$ cat config.mk
export PLATFORM = sky130hd
export DESIGN_NAME = axi4_lite_reg_responder
export DESIGN_NICKNAME = d
export VERILOG_FILES = /design/src/rtl/axi4_lite_resp_pkg.sv /design/src/rtl/axi4_lite_resp_lfsr.sv /design/src/rtl/axi4_lite_reg_responder.sv
export SDC_FILE = /design/constraint.sdc
export NUM_CORES = 1
export LEC_CHECK = 0
export CORE_ASPECT_RATIO = 1.2
export CORE_MARGIN = 4
export CORE_UTILIZATION = 67
export CTS_BUF_LIST = sky130_fd_sc_hd__clkbuf_8
export DETAILED_ROUTE_END_ITERATION = 8
export HOLD_SLACK_MARGIN = 0.02
export PLACE_DENSITY = 0.95
export REMOVE_ABC_BUFFERS = 1
export SLEW_MARGIN = 20
export SYNTH_ARGS = -nofsm -noshare
export SYNTH_HDL_FRONTEND = slang
export SYNTH_SLANG_ARGS = --single-unit
$ cat constraint.sdc
create_clock -name clk -period 5.2 [get_ports clk]
set_clock_uncertainty 0.15 [all_clocks]
set_input_delay 0.78 -clock clk [delete_from_list [all_inputs] [get_ports clk]]
set_output_delay 0.78 -clock clk [all_outputs]
set_load 0.03 [all_outputs]
$ cat src/rtl/axi4_lite_resp_pkg.sv
// Shared types, response codes and address decode for the AXI4-Lite register responder.
package axi4_lite_resp_pkg;

   localparam logic [1:0]  RESP_OKAY   = 2'b00;
   localparam logic [1:0]  RESP_SLVERR = 2'b10;
   localparam logic [15:0] LFSR_SEED   = 16'hACE1;

   typedef enum logic [2:0] {
      W_IDLE,
      W_HAVE_A,
      W_HAVE_D,
      W_DELAY,
      W_RESP
   } wr_state_t;

   typedef enum logic [1:0] {
      R_IDLE,
      R_DELAY,
      R_RESP
   } rd_state_t;

   typedef struct packed {
      logic       ok;
      logic [7:0] idx;
   } decode_t;

   // offset is (addr - base) already wrapped to the address width, zero-extended
   function automatic decode_t decode(input logic [63:0] offset, input int unsigned num_regs);
      decode_t d;
      d.idx = offset[9:2];
      d.ok  = (offset[1:0] == 2'b00) && ((offset >> 2) < 64'(num_regs));
      return d;
   endfunction

endpackage

$ cat src/rtl/axi4_lite_resp_lfsr.sv
// 16-bit Fibonacci LFSR (taps 16,14,13,11) supplying the READY gate bits for AW, W and AR.
module axi4_lite_resp_lfsr
   import axi4_lite_resp_pkg::*;
(
   input  logic       clk,
   input  logic       rst,
   output logic [2:0] gate_bits
);

   logic [15:0] lfsr;

   always_ff @(posedge clk) begin
      if (rst) begin
         lfsr <= LFSR_SEED;
      end else begin
         lfsr <= {lfsr[14:0], lfsr[15] ^ lfsr[13] ^ lfsr[12] ^ lfsr[10]};
      end
   end

   // {AR, W, AW} gate bits
   assign gate_bits = {lfsr[10], lfsr[5], lfsr[0]};

endmodule

$ cat src/rtl/axi4_lite_reg_responder.sv
// AXI4-Lite register bank responder with programmable response latency and a write counter.
// Defining AXIL_RESP_BACKPRESSURE_EN adds pseudo-random READY backpressure from an LFSR.
module axi4_lite_reg_responder
   import axi4_lite_resp_pkg::*;
#(
   parameter int unsigned           ADDR_WIDTH   = 32,
   parameter int unsigned           NUM_REGS     = 16,
   parameter logic [ADDR_WIDTH-1:0] BASE_ADDR    = 32'h0000_1000,
   parameter int unsigned           RESP_LATENCY = 2,
   parameter logic [31:0]           ID_VALUE     = 32'h4158_4955
) (
   input  logic                  clk,
   input  logic                  rst,
   input  logic [ADDR_WIDTH-1:0] axi_awaddr,
   input  logic                  axi_awvalid,
   output logic                  axi_awready,
   input  logic [31:0]           axi_wdata,
   input  logic [3:0]            axi_wstrb,
   input  logic                  axi_wvalid,
   output logic                  axi_wready,
   output logic [1:0]            axi_bresp,
   output logic                  axi_bvalid,
   input  logic                  axi_bready,
   input  logic [ADDR_WIDTH-1:0] axi_araddr,
   input  logic                  axi_arvalid,
   output logic                  axi_arready,
   output logic [31:0]           axi_rdata,
   output logic [1:0]            axi_rresp,
   output logic                  axi_rvalid,
   input  logic                  axi_rready,
   output logic [15:0]           write_count
);

   localparam int unsigned IDX_W    = $clog2(NUM_REGS);
   localparam logic [3:0]  DLY_LOAD = (RESP_LATENCY > 0) ? 4'(RESP_LATENCY - 1) : 4'd0;
   localparam wr_state_t   W_AFTER  = (RESP_LATENCY == 0) ? W_RESP : W_DELAY;
   localparam rd_state_t   R_AFTER  = (RESP_LATENCY == 0) ? R_RESP : R_DELAY;

   wr_state_t             wr_state, wr_next;
   rd_state_t             rd_state, rd_next;
   logic [3:0]            wr_cnt, rd_cnt;
   logic                  aw_gate, w_gate, ar_gate;
   logic                  aw_hs, w_hs, ar_hs, wr_commit;
   logic [ADDR_WIDTH-1:0] awaddr_q, wr_addr, wr_off, rd_off;
   logic [31:0]           wdata_q, wr_data, rd_word;
   logic [3:0]            wstrb_q, wr_strb;
   decode_t               wr_dec, rd_dec;
   logic                  wr_ok;
   logic [IDX_W-1:0]      wr_idx, rd_idx;
   logic [31:0]           regs [NUM_REGS];

`ifdef AXIL_RESP_BACKPRESSURE_EN
   logic [2:0] gate_bits;

   axi4_lite_resp_lfsr u_lfsr (
      .clk       (clk),
      .rst       (rst),
      .gate_bits (gate_bits)
   );

   assign aw_gate = ~gate_bits[0];
   assign w_gate  = ~gate_bits[1];
   assign ar_gate = ~gate_bits[2];
`else
   assign aw_gate = 1'b1;
   assign w_gate  = 1'b1;
   assign ar_gate = 1'b1;
`endif

   // Commit uses the captured half of a split handshake and the live bus for the other half
   assign wr_addr = (wr_state == W_HAVE_A) ? awaddr_q : axi_awaddr;
   assign wr_data = (wr_state == W_HAVE_D) ? wdata_q : axi_wdata;
   assign wr_strb = (wr_state == W_HAVE_D) ? wstrb_q : axi_wstrb;
   assign wr_off  = wr_addr - BASE_ADDR;
   assign rd_off  = axi_araddr - BASE_ADDR;
   assign wr_dec  = decode(64'(wr_off), NUM_REGS);
   assign rd_dec  = decode(64'(rd_off), NUM_REGS);
   assign wr_ok   = wr_dec.ok && (wr_dec.idx != 8'd0);
   assign wr_idx  = wr_dec.idx[IDX_W-1:0];
   assign rd_idx  = rd_dec.idx[IDX_W-1:0];
   assign rd_word = !rd_dec.ok ? 32'h0 :
                    (rd_dec.idx == 8'd0) ? ID_VALUE : regs[rd_idx];

   always_comb begin
      wr_next     = wr_state;
      axi_awready = 1'b0;
      axi_wready  = 1'b0;
      wr_commit   = 1'b0;
      case (wr_state)
         W_IDLE: begin
            axi_awready = aw_gate;
            axi_wready  = w_gate;
         end
         W_HAVE_A: axi_wready  = w_gate;
         W_HAVE_D: axi_awready = aw_gate;
         default: ;
      endcase
      if (rst) begin
         axi_awready = 1'b0;
         axi_wready  = 1'b0;
      end
      aw_hs = axi_awvalid & axi_awready;
      w_hs  = axi_wvalid & axi_wready;
      case (wr_state)
         W_IDLE: begin
            if (aw_hs && w_hs) begin
               wr_commit = 1'b1;
               wr_next   = W_AFTER;
            end else if (aw_hs) begin
               wr_next = W_HAVE_A;
            end else if (w_hs) begin
               wr_next = W_HAVE_D;
            end
         end
         W_HAVE_A: begin
            if (w_hs) begin
               wr_commit = 1'b1;
               wr_next   = W_AFTER;
            end
         end
         W_HAVE_D: begin
            if (aw_hs) begin
               wr_commit = 1'b1;
               wr_next   = W_AFTER;
            end
         end
         W_DELAY: if (wr_cnt == 4'd0) wr_next = W_RESP;
         W_RESP:  if (axi_bready) wr_next = W_IDLE;
         default: wr_next = W_IDLE;
      endcase
      axi_bvalid = (wr_state == W_RESP);
   end

   always_comb begin
      rd_next     = rd_state;
      axi_arready = (rd_state == R_IDLE) && ar_gate && !rst;
      ar_hs       = axi_arvalid & axi_arready;
      case (rd_state)
         R_IDLE:  if (ar_hs) rd_next = R_AFTER;
         R_DELAY: if (rd_cnt == 4'd0) rd_next = R_RESP;
         R_RESP:  if (axi_rready) rd_next = R_IDLE;
         default: rd_next = R_IDLE;
      endcase
      axi_rvalid = (rd_state == R_RESP);
   end

   always_ff @(posedge clk) begin
      if (rst) begin
         wr_state <= W_IDLE;
         rd_state <= R_IDLE;
      end else begin
         wr_state <= wr_next;
         rd_state <= rd_next;
      end
   end

   always_ff @(posedge clk) begin
      if (rst) begin
         wr_cnt      <= 4'd0;
         rd_cnt      <= 4'd0;
         axi_bresp   <= RESP_OKAY;
         axi_rresp   <= RESP_OKAY;
         axi_rdata   <= 32'h0;
         write_count <= 16'd0;
      end else begin
         if (wr_commit) begin
            wr_cnt    <= DLY_LOAD;
            axi_bresp <= wr_ok ? RESP_OKAY : RESP_SLVERR;
            if (wr_ok) write_count <= write_count + 16'd1;
         end else if (wr_state == W_DELAY) begin
            wr_cnt <= wr_cnt - 4'd1;
         end
         // Capture sees the register array before any same-edge write commit
         if (ar_hs) begin
            rd_cnt    <= DLY_LOAD;
            axi_rdata <= rd_word;
            axi_rresp <= rd_dec.ok ? RESP_OKAY : RESP_SLVERR;
         end else if (rd_state == R_DELAY) begin
            rd_cnt <= rd_cnt - 4'd1;
         end
      end
   end

   always_ff @(posedge clk) begin
      if (wr_state == W_IDLE && aw_hs) awaddr_q <= axi_awaddr;
      if (wr_state == W_IDLE && w_hs) begin
         wdata_q <= axi_wdata;
         wstrb_q <= axi_wstrb;
      end
   end

   always_ff @(posedge clk) begin
      if (rst) begin
         for (int i = 0; i < NUM_REGS; i++) regs[i] <= 32'h0;
      end else if (wr_commit && wr_ok) begin
         for (int b = 0; b < 4; b++) begin
            if (wr_strb[b]) regs[wr_idx][8*b +: 8] <= wr_data[8*b +: 8];
         end
      end
   end

endmodule

==> impl_metrics.py, run 1 <==
metrics = {
    "sta": {
        "final.min_clock_period_ns": 4.173,
        "maxSlewHeadroom_pct": 13.43,
        "rsz0062_at_grt": "no",
        "fmax_mhz": 239.6,
        "final_hold_viol_count": 0,
        "drv_slew": 0,
        "setup_tns_ns": 0,
        "period_share_pct": 80.25,
        "finalSetupViolations": 0,
        "worst_slew_pin_slew_ns": 1.294,
    },
    "layout": {
        "area_delta_synth_final_pct": 15.82,
        "mostFrequentLayoutCell": "edfxtp_1",
        "nets": 2239,
        "fin_area_sq_um": 32120,
        "layout_common_cells": "edfxtp_1 (580), nor2_1 (535), clkdlybuf4s50_1 (157)",
        "layout-drive-gt1-share_pct": 17.88,
    },
    "routing": {
        "firstDrtPassIters": 6,
        "via_count": 19930,
        "ant_nets": 0,
        "remaining_drc_errors": 0,
        "viasPerCell": 7.246,
        "drt-total-wl_um": 85160,
        "wire_per_inst_um": 30.97,
        "first_iter_violations": 3644,
    },
    "place": {
        "place.gp.congestion": 0.8902,
        "place_area_sq_um": 30020,
        "hpwl_um": 50980,
        "port_buffers": 161,
    },
    "worst_setup_path": {
        "crit_top_cell": "nor2_1",
        "cp.arrival_ns": 4.55,
        "cp.required_ns": 5.58,
        "worstSetupEndpointType": "flop",
        "max_stage_delay_ns": 0.89,
        "r2r-start": "wr_state[0]$_SDFFE_PP0P_",
        "start_kind": "flop",
        "crit_start": "wr_state[0]$_SDFFE_PP0P_",
        "critPathSlowestCell": "nor2_1",
        "critical_path.cell_chain": "or3b_1 -> nor3_1 -> a31oi_1 -> nor2_1 -> nand2_1 -> buf_4 -> nor2_1",
        "cp_max_fo": 17,
        "worstSetupPathType": "reg2reg",
        "ff2ff_setup_slack_ns": 1.03,
    },
    "logic_synthesis": {
        "ys_async_sr_fraction_pct": 0,
        "ys_ff_latch": 643,
        "avgSynthCellArea_sq_um": 14.11,
        "synthDistinctLibCells": 58,
        "synth_edf_count": 580,
        "ys_dominant_reg_cell": "edfxtp_1",
        "netlist_area_sq_um": 27730,
        "yosysWarnings": 0,
        "syn_inst": 1965,
        "ys_seq_area_share_pct": 67.36,
    },
    "die": {
        "start_util_pct": 67.90,
        "die_h_um": 230.9,
        "die_w_um": 193.7,
        "fp-row-count": 81,
        "ios": 164,
        "core-area_sq_um": 40840,
        "dieArea_sq_um": 44720,
    },
    "pwr": {
        "p_sw_share_pct": 25.58,
        "power_switching_mw": 2.958,
        "p_int_mw": 8.604,
        "power.share.clock_pct": 38.4,
        "p_leak_nw": 11.37,
        "p_comb_share_pct": 10.2,
        "power_mw": 11.56,
        "p_per_area_nw_per_um2": 360.0,
        "seqPwrFrac_pct": 51.4,
        "ir_worst_vdd_uv": 247.6,
    },
    "hold_path": {
        "hp-start": "axi_rdata[21]$_SDFFE_PP0P_",
        "hp-class": "reg2reg",
    },
    "clocking": {
        "path_clk_slew_ns": 0.06,
        "cts_root_buf": "clkbuf_8",
        "cts.sinks": 643,
        "cts-hold-fix-buffers": 0,
        "cts_tree": "yes",
        "cts_buffers": 95,
        "cts_max_path_buffers": 3,
        "clk_latency_ns": 0.71,
        "cts_resized": 0,
        "htreeDepth": 3,
        "post-cts-setup-buffers": 0,
    },
    "global_route": {
        "grt_overflow": 0,
        "grtUsageTotal_pct": 37.89,
        "grt_pass1_vias": 20200,
        "antenna_found_initial": 5,
        "grt_pass1_wl_um": 126300,
        "grt_max_degree": 75,
    },
    "run_status": {
        "status": "finished, final reports clean",
    },
    "flow_run": {
        "drv_cap": 0,
    },
}
## registers in the layout (all words and copies together), names as in the netlist
name	flops
regs	512
write_count	16
axi_rdata	32
wr_state	3
rd_cnt	4
axi_bresp	1
awaddr_q	32
wr_cnt	4
rd_state	2
axi_rresp	1
wdata_q	32
wstrb_q	4
## power by group through the flow
| stage | Clock (mW) | Combinational [mW] | Sequential, mW |
|---|---|---|---|
| 5_1_grt | 4.66 | 1.21 | 5.95 |
| 2_1_floorplan | 0 | 0.564 | 5.99 |
| 6_report | 4.43 | 1.18 | 5.95 |
| 3_3_place_gp | 0 | 1.06 | 6.02 |
| 3_5_place_dp | 0 | 1.10 | 6.04 |
| 4_1_cts | 4.39 | 1.13 | 5.94 |
## routing by layer
metal | global-route usage [%] | wire, um | vias up | share of wire [%]
met4 | 25.10 | 7148 | 6 | 8.4
met2 | 60.68 | 40210 | 2284 | 47
met3 | 12.00 | 13210 | 550 | 16
met5 | 0 | 42 | - | 0.049
met1 | 44.51 | 24540 | 9367 | 29
li1 | - | - | 7720 | -
## cells by family (layout without fill, tap and decap cells)
group,count (synthesis),count (layout),share of synthesized area (%)
simple gates,732,732,11.33
flops,643,643,67.36
compound gates,230,230,6.019
buf+inv,185,396,2.640
mux,163,163,12.26
xor+xnor,8,8,0.2526
fa+ha+maj,3,3,0.1354
other cells,1,36,0.01352
## final timing paths
check                           depth (start not counted)                    endpoint
worst max-delay path                                    7    regs[3][4]$_SDFFCE_PN0P_
worst min-delay path                                    1  axi_rdata[21]$_SDFFE_PP0P_
worst max register to register                          7    regs[3][4]$_SDFFCE_PN0P_
worst min register to register                          1  axi_rdata[21]$_SDFFE_PP0P_
## layout make-up
type	instances	area [sq um]
Antenna cell	2	5.005
Clock buffer	116	1597
Clock inverter	61	462.9
Fill cell	1806	8726
Inverter	15	56.30
Multi-Input combinational cell	1170	8703
Sequential cell	643	18680
Tap cell	539	674.4
Timing Repair Buffer	204	1941
## synth_stat cells, types with 5 or more instances
cell type | instances | area, sq um
buf_2 | 12 | 60.06
nand4b_1 | 5 | 43.79
buf_1 | 11 | 41.29
mux4_2 | 140 | 3153
mux2_2 | 13 | 146.4
or3_1 | 5 | 31.28
mux2i_1 | 10 | 100.1
a31oi_1 | 40 | 250.2
a22o_1 | 11 | 96.34
nor2b_1 | 6 | 37.54
nor2_1 | 538 | 2019
nor3_1 | 34 | 170.2
nor4_1 | 20 | 125.1
o31ai_1 | 6 | 45.04
a22oi_1 | 10 | 75.07
o21ai_0 | 25 | 125.1
dfxtp_1 | 63 | 1261
clkbuf_1 | 142 | 533.0
a21oi_1 | 24 | 120.1
and3_1 | 42 | 262.8
a21o_1 | 61 | 457.9
a32o_1 | 20 | 200.2
inv_1 | 15 | 56.30
edfxtp_1 | 580 | 17420
o32a_1 | 9 | 90.09
nand3_1 | 11 | 55.05
nand4_1 | 9 | 56.30
nand2_1 | 39 | 146.4
## critical path: cells and delay by family, from the launching register on
kind                   cells  cell delay (ns)
flip-flops                 1             0.56
AND/OR/NAND/NOR            5             2.65
buffers and inverters      1             0.45
AO/OA/AOI/OAI              1             0.20
## stage by stage
step | utilization (%) | hold slack [ns] | cells | setup WS [ns]
after global placement | 73.49 | 0.2999 | 2571 | 0.8543
after global routing | 78.63 | 0.3509 | 2749 | 0.9885
after detailed placement | 73.49 | 0.3037 | 2571 | 0.7161
final | 78.64 | 0.3174 | 2750 | 1.027
after CTS | 78.53 | 0.3188 | 2748 | 1.302
after floorplan | - | 0.3347 | 1828 | 1.041
No activity file was read; power rests on OpenSTA's default activity.
==> inputs of run 2 (changes only) <==
Settings changed: CORE_UTILIZATION 67 to 62.
Clock period 5.2 ns to 4.4 ns, I/O delays scaled along.
==> run 2 against run 1 <==
  * Design area is 0.30% higher
  * Core utilization down 5.5 points
  * Setup slack lost 0.45 ns
  * Non-clock buffer count increased by 53
  * Worst hold slack got worse by 0.0042 ns
==> impl_metrics.py, run 2 (synthesized netlist as in run 1, its figures left out) <==
metrics = {
    "sta": {
        "worst_slew_pin_slew_ns": 1.149,
        "fmax_mhz": 261.6,
        "drv_slew": 0,
        "fin_ws_ns": 0.5774,
        "finalSetupViolations": 0,
        "period_share_pct": 86.88,
        "rsz0062_at_grt": "no",
        "setup_tns_ns": 0,
        "final_hold_viol_count": 0,
        "maxSlewHeadroom_pct": 23.10,
        "final.min_clock_period_ns": 3.823,
    },
    "clocking": {
        "cts_root_buf": "clkbuf_8",
        "cts_resized": 0,
        "htreeDepth": 3,
        "path_clk_slew_ns": 0.07,
        "cts_tree": "yes",
        "clk_latency_ns": 0.70,
        "cts_buffers": 92,
        "post-cts-setup-buffers": 0,
        "cts_max_path_buffers": 3,
        "cts.sinks": 643,
        "cts-hold-fix-buffers": 0,
    },
    "routing": {
        "firstDrtPassIters": 6,
        "viasPerCell": 7.022,
        "wire_per_inst_um": 29.41,
        "ant_nets": 0,
        "drt-total-wl_um": 82740,
        "via_count": 19750,
        "first_iter_violations": 3814,
        "remaining_drc_errors": 0,
    },
    "die": {
        "fp-row-count": 84,
        "die_w_um": 201.1,
        "die_h_um": 239.7,
        "start_util_pct": 62.97,
        "ios": 164,
        "dieArea_sq_um": 48190,
        "core-area_sq_um": 44040,
    },
    "pwr": {
        "p_leak_nw": 11.49,
        "power_mw": 13.46,
        "seqPwrFrac_pct": 52.2,
        "ir_worst_vdd_uv": 288.0,
        "power.share.clock_pct": 37.4,
        "p_int_mw": 10.04,
        "power_switching_mw": 3.420,
        "p_comb_share_pct": 10.4,
        "p_sw_share_pct": 25.41,
        "p_per_area_nw_per_um2": 417.8,
    },
    "worst_setup_path": {
        "cp_num_cells": 9,
        "worstSetupEndpointType": "flop",
        "max_stage_delay_ns": 0.60,
        "crit_family": "simple AND/OR/NAND/NOR gates",
        "start_kind": "flop",
        "cp_max_fo": 16,
        "critPathSlowestCell": "or3_1",
        "critical_path.cell_chain": "nor3b_4 -> buf_4 -> nand3_1 -> o22ai_2 -> o2111ai_2 -> or3_1 -> a21oi_2 -> buf_12 -> a21o_1",
        "cp.required_ns": 4.58,
        "cp.arrival_ns": 4.00,
        "path_buf_inv": 2,
        "reg2reg_depth": 9,
        "worstSetupPathType": "reg2reg",
    },
    "layout": {
        "layout-drive-gt1-share_pct": 18.10,
        "fin_area_sq_um": 32210,
        "num_antenna_cells": 0,
        "layout_common_cells": "edfxtp_1 (580), nor2_1 (538), clkdlybuf4s50_1 (156)",
        "largest_reg_flops": 512,
        "area_delta_synth_final_pct": 16.17,
        "top_register": "regs",
        "nets": 2289,
        "mostFrequentLayoutCell": "edfxtp_1",
    },
    "place": {
        "place_area_sq_um": 30280,
        "place.gp.congestion": 0.9369,
        "dp_slack_ns": 0.1239,
        "hpwl_um": 52600,
        "port_buffers": 161,
    },
    "global_route": {
        "grt_pass1_wl_um": 123700,
        "grt.met3_usage_pct": 9.479,
        "antenna_found_initial": 1,
        "met1_usage_pct": 40.73,
        "grt_overflow": 0,
        "grtUsageTotal_pct": 34.38,
        "grt_max_degree": 78,
        "grt_pass1_vias": 20240,
        "globalRouteMet2Util_pct": 55.93,
        "top_usage_layer": "met2",
    },
    "run_status": {
        "status": "finished, final reports clean",
    },
    "hold_path": {
        "worstHoldPathCells": 1,
        "hp-class": "reg2reg",
    },
    "flow_run": {
        "drv_cap": 0,
    },
}
==> run 2: power by group through the flow <==
stage	Clock (mW)	Sequential, mW	Combinational [mW]
floorplan	0	7.08	0.667
global placement	0	7.12	1.27
detailed placement	0	7.14	1.33
CTS	5.00	7.02	1.35
global route	5.33	7.03	1.44
finish	5.03	7.03	1.40
==> run 2: final cells by class <==
cell class | count | area (sq um)
clock buffer | 97 | 1335
clock inverter | 72 | 593.1
timing repair buffer | 257 | 2384
inverter | 15 | 56.30
tap | 559 | 699.4
sequential | 643 | 18680
fill | 2305 | 11820
multi-input combinational | 1170 | 8469
==> run 2: per-stage QoR <==
step                      hold WS [ns]  utilization [%]  cells
final                           0.3132            73.15   2813
after detailed placement        0.3027            68.77   2644
after global routing            0.3405            73.15   2813
after floorplan                 0.3347                -   1828
after CTS                       0.3170            73.14   2813
after global placement          0.3013            68.77   2644
==> run 2: metal layers <==
metal	vias to the layer above	share of wire, %
li1	7806	-
met1	9269	30
met2	2179	47
met3	497	15
met4	2	8.4
met5	-	0.016
==> run 2: worst reg2reg max path, delay by kind of cell (launching register included) <==
family,cells,cell delay [ns]
flip-flops,1,0.56
AND/OR/NAND/NOR,3,1.21
AO/OA/AOI/OAI,4,1.06
buffers and inverters,2,0.50
==> run 2: worst paths after layout <==
check                                                 from                    endpoint  slack [ns]
worst max-delay path              wr_state[0]$_SDFFE_PP0P_   regs[2][15]$_SDFFCE_PN0P_        0.58
worst min-delay path            axi_rdata[16]$_SDFFE_PP0P_  axi_rdata[16]$_SDFFE_PP0P_        0.31
worst max register to register    wr_state[0]$_SDFFE_PP0P_   regs[2][15]$_SDFFCE_PN0P_        0.58
worst min register to register  axi_rdata[16]$_SDFFE_PP0P_  axi_rdata[16]$_SDFFE_PP0P_        0.31
